## src/rtl/uart_rx_frontend.sv

```systemverilog
// uart_rx_frontend: 8N1 UART receiver with a single-byte ready/valid holding
// register. Detects framing errors, rejects false starts (start bit must
// still be low at mid-bit), and reports overrun when a byte completes while
// the holding register is still occupied.
module uart_rx_frontend #(
  parameter int CLOCK_FREQ = 125_000_000,
  parameter int BAUD_RATE  = 115_200
) (
  input  logic       clk,
  input  logic       rst,
  input  logic       serial_in,
  output logic [7:0] data_out,
  output logic       data_out_valid,
  input  logic       data_out_ready,
  output logic       framing_error,
  output logic       overrun
);

  localparam int SYMBOL_EDGE_TIME = CLOCK_FREQ / BAUD_RATE;
  localparam int SAMPLE_TIME      = SYMBOL_EDGE_TIME / 2;
  localparam int CNT_W            = $clog2(SYMBOL_EDGE_TIME) + 1;

  // Terminal timer counts; the timer starts at 0 on state entry.
  localparam logic [CNT_W-1:0] SAMPLE_LAST = CNT_W'(SAMPLE_TIME - 1);
  localparam logic [CNT_W-1:0] SYMBOL_LAST = CNT_W'(SYMBOL_EDGE_TIME - 1);

  typedef enum logic [2:0] {
    IDLE,
    START,
    DATA,
    STOP,
    WAIT_IDLE
  } state_t;

  state_t           state;
  state_t           state_next;
  logic             sync1;
  logic             rx_s;
  logic [CNT_W-1:0] timer;
  logic [2:0]       bit_idx;
  logic [7:0]       shift;

  // Control strobes produced by the next-state logic.
  logic timer_clear;
  logic bit_clear;
  logic shift_en;
  logic stop_ok;
  logic stop_bad;

  // Two-flop synchronizer; resets to the idle (high) line level.
  always_ff @(posedge clk or posedge rst) begin
    if (rst) begin
      sync1 <= 1'b1;
      rx_s  <= 1'b1;
    end else begin
      sync1 <= serial_in;
      rx_s  <= sync1;
    end
  end

  // State register.
  always_ff @(posedge clk or posedge rst) begin
    if (rst) state <= IDLE;
    else     state <= state_next;
  end

  // Next-state logic and per-cycle control strobes.
  always_comb begin
    state_next  = state;
    timer_clear = 1'b0;
    bit_clear   = 1'b0;
    shift_en    = 1'b0;
    stop_ok     = 1'b0;
    stop_bad    = 1'b0;
    unique case (state)
      IDLE: begin
        timer_clear = 1'b1;
        if (!rx_s) state_next = START;
      end
      START: begin
        if (timer == SAMPLE_LAST) begin
          timer_clear = 1'b1;
          if (rx_s) begin
            state_next = IDLE;      // glitch: line went back high before mid-bit
          end else begin
            state_next = DATA;
            bit_clear  = 1'b1;
          end
        end
      end
      DATA: begin
        if (timer == SYMBOL_LAST) begin
          timer_clear = 1'b1;
          shift_en    = 1'b1;
          if (bit_idx == 3'd7) state_next = STOP;
        end
      end
      STOP: begin
        if (timer == SYMBOL_LAST) begin
          timer_clear = 1'b1;
          stop_ok     = rx_s;
          stop_bad    = !rx_s;
          state_next  = rx_s ? IDLE : WAIT_IDLE;
        end
      end
      WAIT_IDLE: begin
        // Hold off until the line returns high so a break is one error only.
        timer_clear = 1'b1;
        if (rx_s) state_next = IDLE;
      end
      default: begin
        timer_clear = 1'b1;
        state_next  = IDLE;
      end
    endcase
  end

  // Bit timer, bit index and LSB-first shift register.
  always_ff @(posedge clk or posedge rst) begin
    if (rst) begin
      timer   <= '0;
      bit_idx <= 3'd0;
      shift   <= 8'd0;
    end else begin
      timer <= timer_clear ? '0 : timer + CNT_W'(1);
      if (bit_clear) bit_idx <= 3'd0;
      else if (shift_en) bit_idx <= bit_idx + 3'd1;
      if (shift_en) shift <= {rx_s, shift[7:1]};
    end
  end

  // Holding register with ready/valid handshake plus error pulses.
  always_ff @(posedge clk or posedge rst) begin
    if (rst) begin
      data_out       <= 8'd0;
      data_out_valid <= 1'b0;
      framing_error  <= 1'b0;
      overrun        <= 1'b0;
    end else begin
      if (stop_ok && (!data_out_valid || data_out_ready)) begin
        data_out       <= shift;
        data_out_valid <= 1'b1;
      end else if (data_out_valid && data_out_ready) begin
        data_out_valid <= 1'b0;
      end
      overrun       <= stop_ok && data_out_valid && !data_out_ready;
      framing_error <= stop_bad;
    end
  end

endmodule

```

## config.mk

```make
export PLATFORM = sky130hd
export DESIGN_NAME = uart_rx_frontend
export DESIGN_NICKNAME = d
export VERILOG_FILES = /design/src/rtl/uart_rx_frontend.sv
export SDC_FILE = /design/constraint.sdc
export NUM_CORES = 1
export LEC_CHECK = 0
export BUFFER_PORTS_ARGS = -buffer_cell sky130_fd_sc_hd__buf_2
export CAP_MARGIN = 20
export CORE_MARGIN = 8
export CORE_UTILIZATION = 60
export CTS_BUF_LIST = sky130_fd_sc_hd__clkbuf_2
export CTS_CLUSTER_DIAMETER = 30
export DETAILED_ROUTE_END_ITERATION = 8
export GPL_TIMING_DRIVEN = 0
export PLACE_DENSITY = 0.84
export SYNTH_ARGS = -nofsm -noshare
export SYNTH_HDL_FRONTEND = slang
export SYNTH_SLANG_ARGS = --single-unit
```

## constraint.sdc

```tcl
create_clock -name clk -period 2.67 [get_ports clk]
set_clock_uncertainty 0.2 [all_clocks]
set_input_delay 0.534 -clock clk [delete_from_list [all_inputs] [get_ports clk]]
set_output_delay 0.534 -clock clk [all_outputs]
set_load 0.005 [all_outputs]
```

After elaboration in Yosys (flattened, before gate mapping) --
Index checks and enable logic that the tools add are counted.
Storage, ports and cells: register bits 39, input bits 4, output and inout bits 11, logic and storage cells 63
Cells by class: muxes and demuxes 25, add/sub/neg operators 2, equality and inequality tests 13, reduce and logical (&&, ||, !) cells 13
Operator list (count):
- 3-bit 2-to-1 mux | 9
- 3-bit case mux with 5 select lines | 1
- 12-bit by 1-bit adder with 12-bit output, second input constant | 1
- 12-bit by 10-bit == test with 1-bit output, second input constant | 1
- 12-bit by 11-bit == test with 1-bit output, second input constant | 1
- 1-bit 2-to-1 mux | 12
- 12-bit 2-to-1 mux | 1
- 2-bit != test, second input constant | 6
- 3-bit by 2-bit == test with 1-bit output, second input constant | 2
- 3-bit == test, second input constant | 2
- 6-bit AND reduction | 1
- 1-bit logical AND | 4
- 2-bit nonzero test | 2
- 3-bit by 1-bit adder with 3-bit output, second input constant | 1
- 3-bit by 1-bit == test with 1-bit output, second input constant | 1
- 1-bit zero test | 3
- 3-bit zero test | 1
- 2-bit 2-to-1 mux | 1
- 1-bit case mux with 2 select lines | 1
- 2-bit OR reduction | 1
- 1-bit logical OR | 1

Logic depth before layout (Yosys ltp) --
depth in word-level cells 5, mapped depth 7, depth with buffers taken out 6

Least setup slack after synthesis --
Ideal clock, no wire load.
path type reg2reg, from register timer[8], to register shift[0], slack 451 ps, arrival time 1894 ps, cell stages (with the launch flop) 6, period minus slack after synthesis 2219 ps, library setup time 125 ps, path buffers 2, data required time 2345 ps, cell sequence dfrtp_1 -> or4_1 -> buf_2 -> nor4_4 -> buf_4 -> mux2_2
On the way: longest elaborated chain between the ends 3
RTL lines:
- start, declared | line 39 | logic [CNT_W-1:0] timer;
- start signal, assigned | line 125 | timer <= timer_clear ? '0 : timer + CNT_W'(1);
- 12-bit by 11-bit == test with 1-bit output | line 92 | if (timer == SYMBOL_LAST) begin
- 1-bit 2-to-1 mux | line 92
- 1-bit 2-to-1 mux | line 75 | unique case (state)
- end signal, assigned | line 128 | if (shift_en) shift <= {rx_s, shift[7:1]};
- end, declared | line 41 | logic [7:0] shift;
No other way between the ends. A chain may end at the register's enable or synchronous reset.

Final worst setup path --
from register timer[7], to register shift[4]
The elaborated chain is that of the path after synthesis.

==> out/metrics.cfg <==
[layout]
utilization_pct = 71.70
final_nets = 181
layout-drive-gt1-share_pct = 28.32
diodes = 0
instances_no_fill = 204
n_fill_cell = 186
syn_to_final_growth_pct = 12.49
design_area_um2 = 1994

[pwr]
finalPower_uw = 968.3
ir_drop_v = 0.0005207
p_leak_nw = 0.9645
power.density_nw_per_um2 = 485.5

[floorplanning]
die_w_um = 70.36
die_area_um2 = 4951
start_util_pct = 63.74
core-area_um2 = 2781
ios = 15
die_y_um = 70.36
num_rows = 19

[global_routing]
grt_pass1_vias = 1266
grt_usage_pct = 14.49
antenna_found_initial = 0
grt_pass1_wl_mm = 5.747
grt_max_degree = 28
grt-ovfl-total = 0

[place]
dp_hpwl_mm = 2.497
portBuffers = 14
dp.cells = 194
gp_congestion = 0.7990
dpl_cell_area_um2 = 1909
dp_slack_ps = 258.1

[cts]
htreeDepth = 2
clk_latency_ps = 390
cts_sinks = 39
postCtsHoldBufs = 2
clkTransAtPathRegs_ps = 170
cts_setup_buffers = 0
cts_buffers = 5
ctsResizeCount = 0
clk_path_buf_depth = 2
tritoncts = built
cts-root-buf = clkbuf_2

[worst_setup_path]
worstSetupPathType = reg2reg
path_max_fanout = 10
start_kind = flip-flop
crit_arrival_ps = 2490
reg2reg_depth = 5
reg2reg_slack_ps = 270
timing.rr.start = timer[7]
r2r_end = shift[4]
cp-end-kind = flip-flop
critPathRequiredTime_ps = 2760

[drt]
dr.pass1.iters = 5
wire_per_inst_um = 16.44
drc_errors = 0
ant_nets = 0
vias_per_cell = 5.897
vias = 1203
drt_iter0_drc = 85
wl_mm = 3.354

[yosys]
synth_cell_types = 37
ys_seq_area_share_pct = 55.19
synth_compound_area_share_pct = 5.293
synthCells = 148
synth_commonest_cells = dfrtp_1 (37), nor2_1 (20), mux2_2 (16)
netlist.area_leader.share_pct = 52.22
yosys_warnings = 0
ys_ff_latch = 39
synthArstFlopShare_pct = 100.0
synth.largest_area_cell = dfrtp_1
synth_edf_count = 0
ys.flop_type = dfrtp_1
synth_xor_area_share_pct = 5.434
synthMuxAreaShare_pct = 10.16
synthTopCellsByArea = dfrtp_1 (52%), mux2_2 (10%), nor2_1 (4.2%)
netlist_area_um2 = 1773
synth_top_family_by_area = simple AND/OR/NAND/NOR gates
synth_fa_ha_area_share_pct = 3.529
synth-simple-area-share_pct = 17.78
post-synth-top-count-cell = dfrtp_1
syn_nets = 157
syn_area_per_cell_um2 = 11.98

[worst_hold_path]
hp-class = reg2reg
worstHoldStart = sync1
hold_path_end = rx_s
whs_path_depth = 0

[sta]
fin_ws_ps = 269.3
finalCriticalPeriod_ps = 2401
final_max_slew_viol_count = 0
hold_viol = 0
fin_tns_setup_ps = 0
final-setup-viol-count = 0
rsz0062_at_grt = false
tightest_slew_ps = 594.5
holdWs_ps = 164.7
min_period_over_period_pct = 89.91
fmax_ghz = 0.4165
relSlewSlack_pct = 60.32

[run]
cap_violations = 0

[status]
status = completed

worst max-delay path, cell delays in order (launching register included):
cell and delay, ps:
dfrtp_1 450, or4_1 520, buf_2 190, nor4_4 340, buf_4 250, mux2_2 360
registers in the layout, summed over array words and instances (netlist names):
register / count
timer: 12
data_out: 8
shift: 8
bit_idx: 3
state: 3
data_out_valid: 1
framing_error: 1
overrun: 1
rx_s: 1
sync1: 1
layer usage:
metal	GRT usage, %	wire (um)	vias to the layer above	part of all wire, %
met5	0	0	-	0
met4	6.920	47	0	1.4
met3	5.650	211	6	6.3
met2	24.35	1767	38	53
met1	15.48	1327	585	40
li1	-	-	574	-
final cells by class:
cell class	instances	area [um2]	area share (%)
sequential	39	978.4	49.06
multi-input combinational	100	748.2	37.52
timing repair buffer	17	117.6	5.897
tap	31	38.79	1.945
clock buffer	7	35.03	1.757
buffer	5	31.28	1.568
clock inverter	1	30.03	1.506
inverter	4	15.01	0.7528
layout by cell type (no fill, tap or decap), types with 3 or more instances in the layout:
cell,instances
dfrtp_1,37
mux2_2,16
nand4_1,4
buf_2,15
nor3_1,3
inv_1,4
xor2_1,5
nor2_1,20
nand3_1,3
ha_1,5
nor4_1,4
nand2_1,8
xnor2_1,6
clkbuf_2,7
worst max-delay path by stage:
| stage | cells after the start | slack, ps | end | start |
|---|---|---|---|---|
| after global routing | 5 | 140 | data_out[3] | timer[7] |
| final | 5 | 270 | shift[4] | timer[7] |
| after global placement | 5 | 340 | shift[4] | timer[8] |
| after CTS | 5 | 250 | shift[4] | timer[7] |
| after floorplan | 5 | 450 | shift[0] | timer[8] |
| after detailed placement | 5 | 260 | shift[4] | timer[7] |
kinds of logic (layout without fill, tap and decap cells):
logic type | after synthesis | in the layout
simple gates | 56 | 56
flops | 39 | 39
mux | 16 | 16
compound gates | 12 | 12
xor+xnor | 11 | 11
buf+inv | 9 | 34
fa+ha+maj | 5 | 5
report_power, final:
part | internal [mW] | leakage [nW] | switching [mW]
registers | 0.594 | 0.523 | 0.00145
logic | 0.00874 | 0.398 | 0.0135
clock network | 0.167 | 0.0432 | 0.184
total | 0.770 | 0.964 | 0.199
Note: power is estimated with default switching activity, not from simulation.
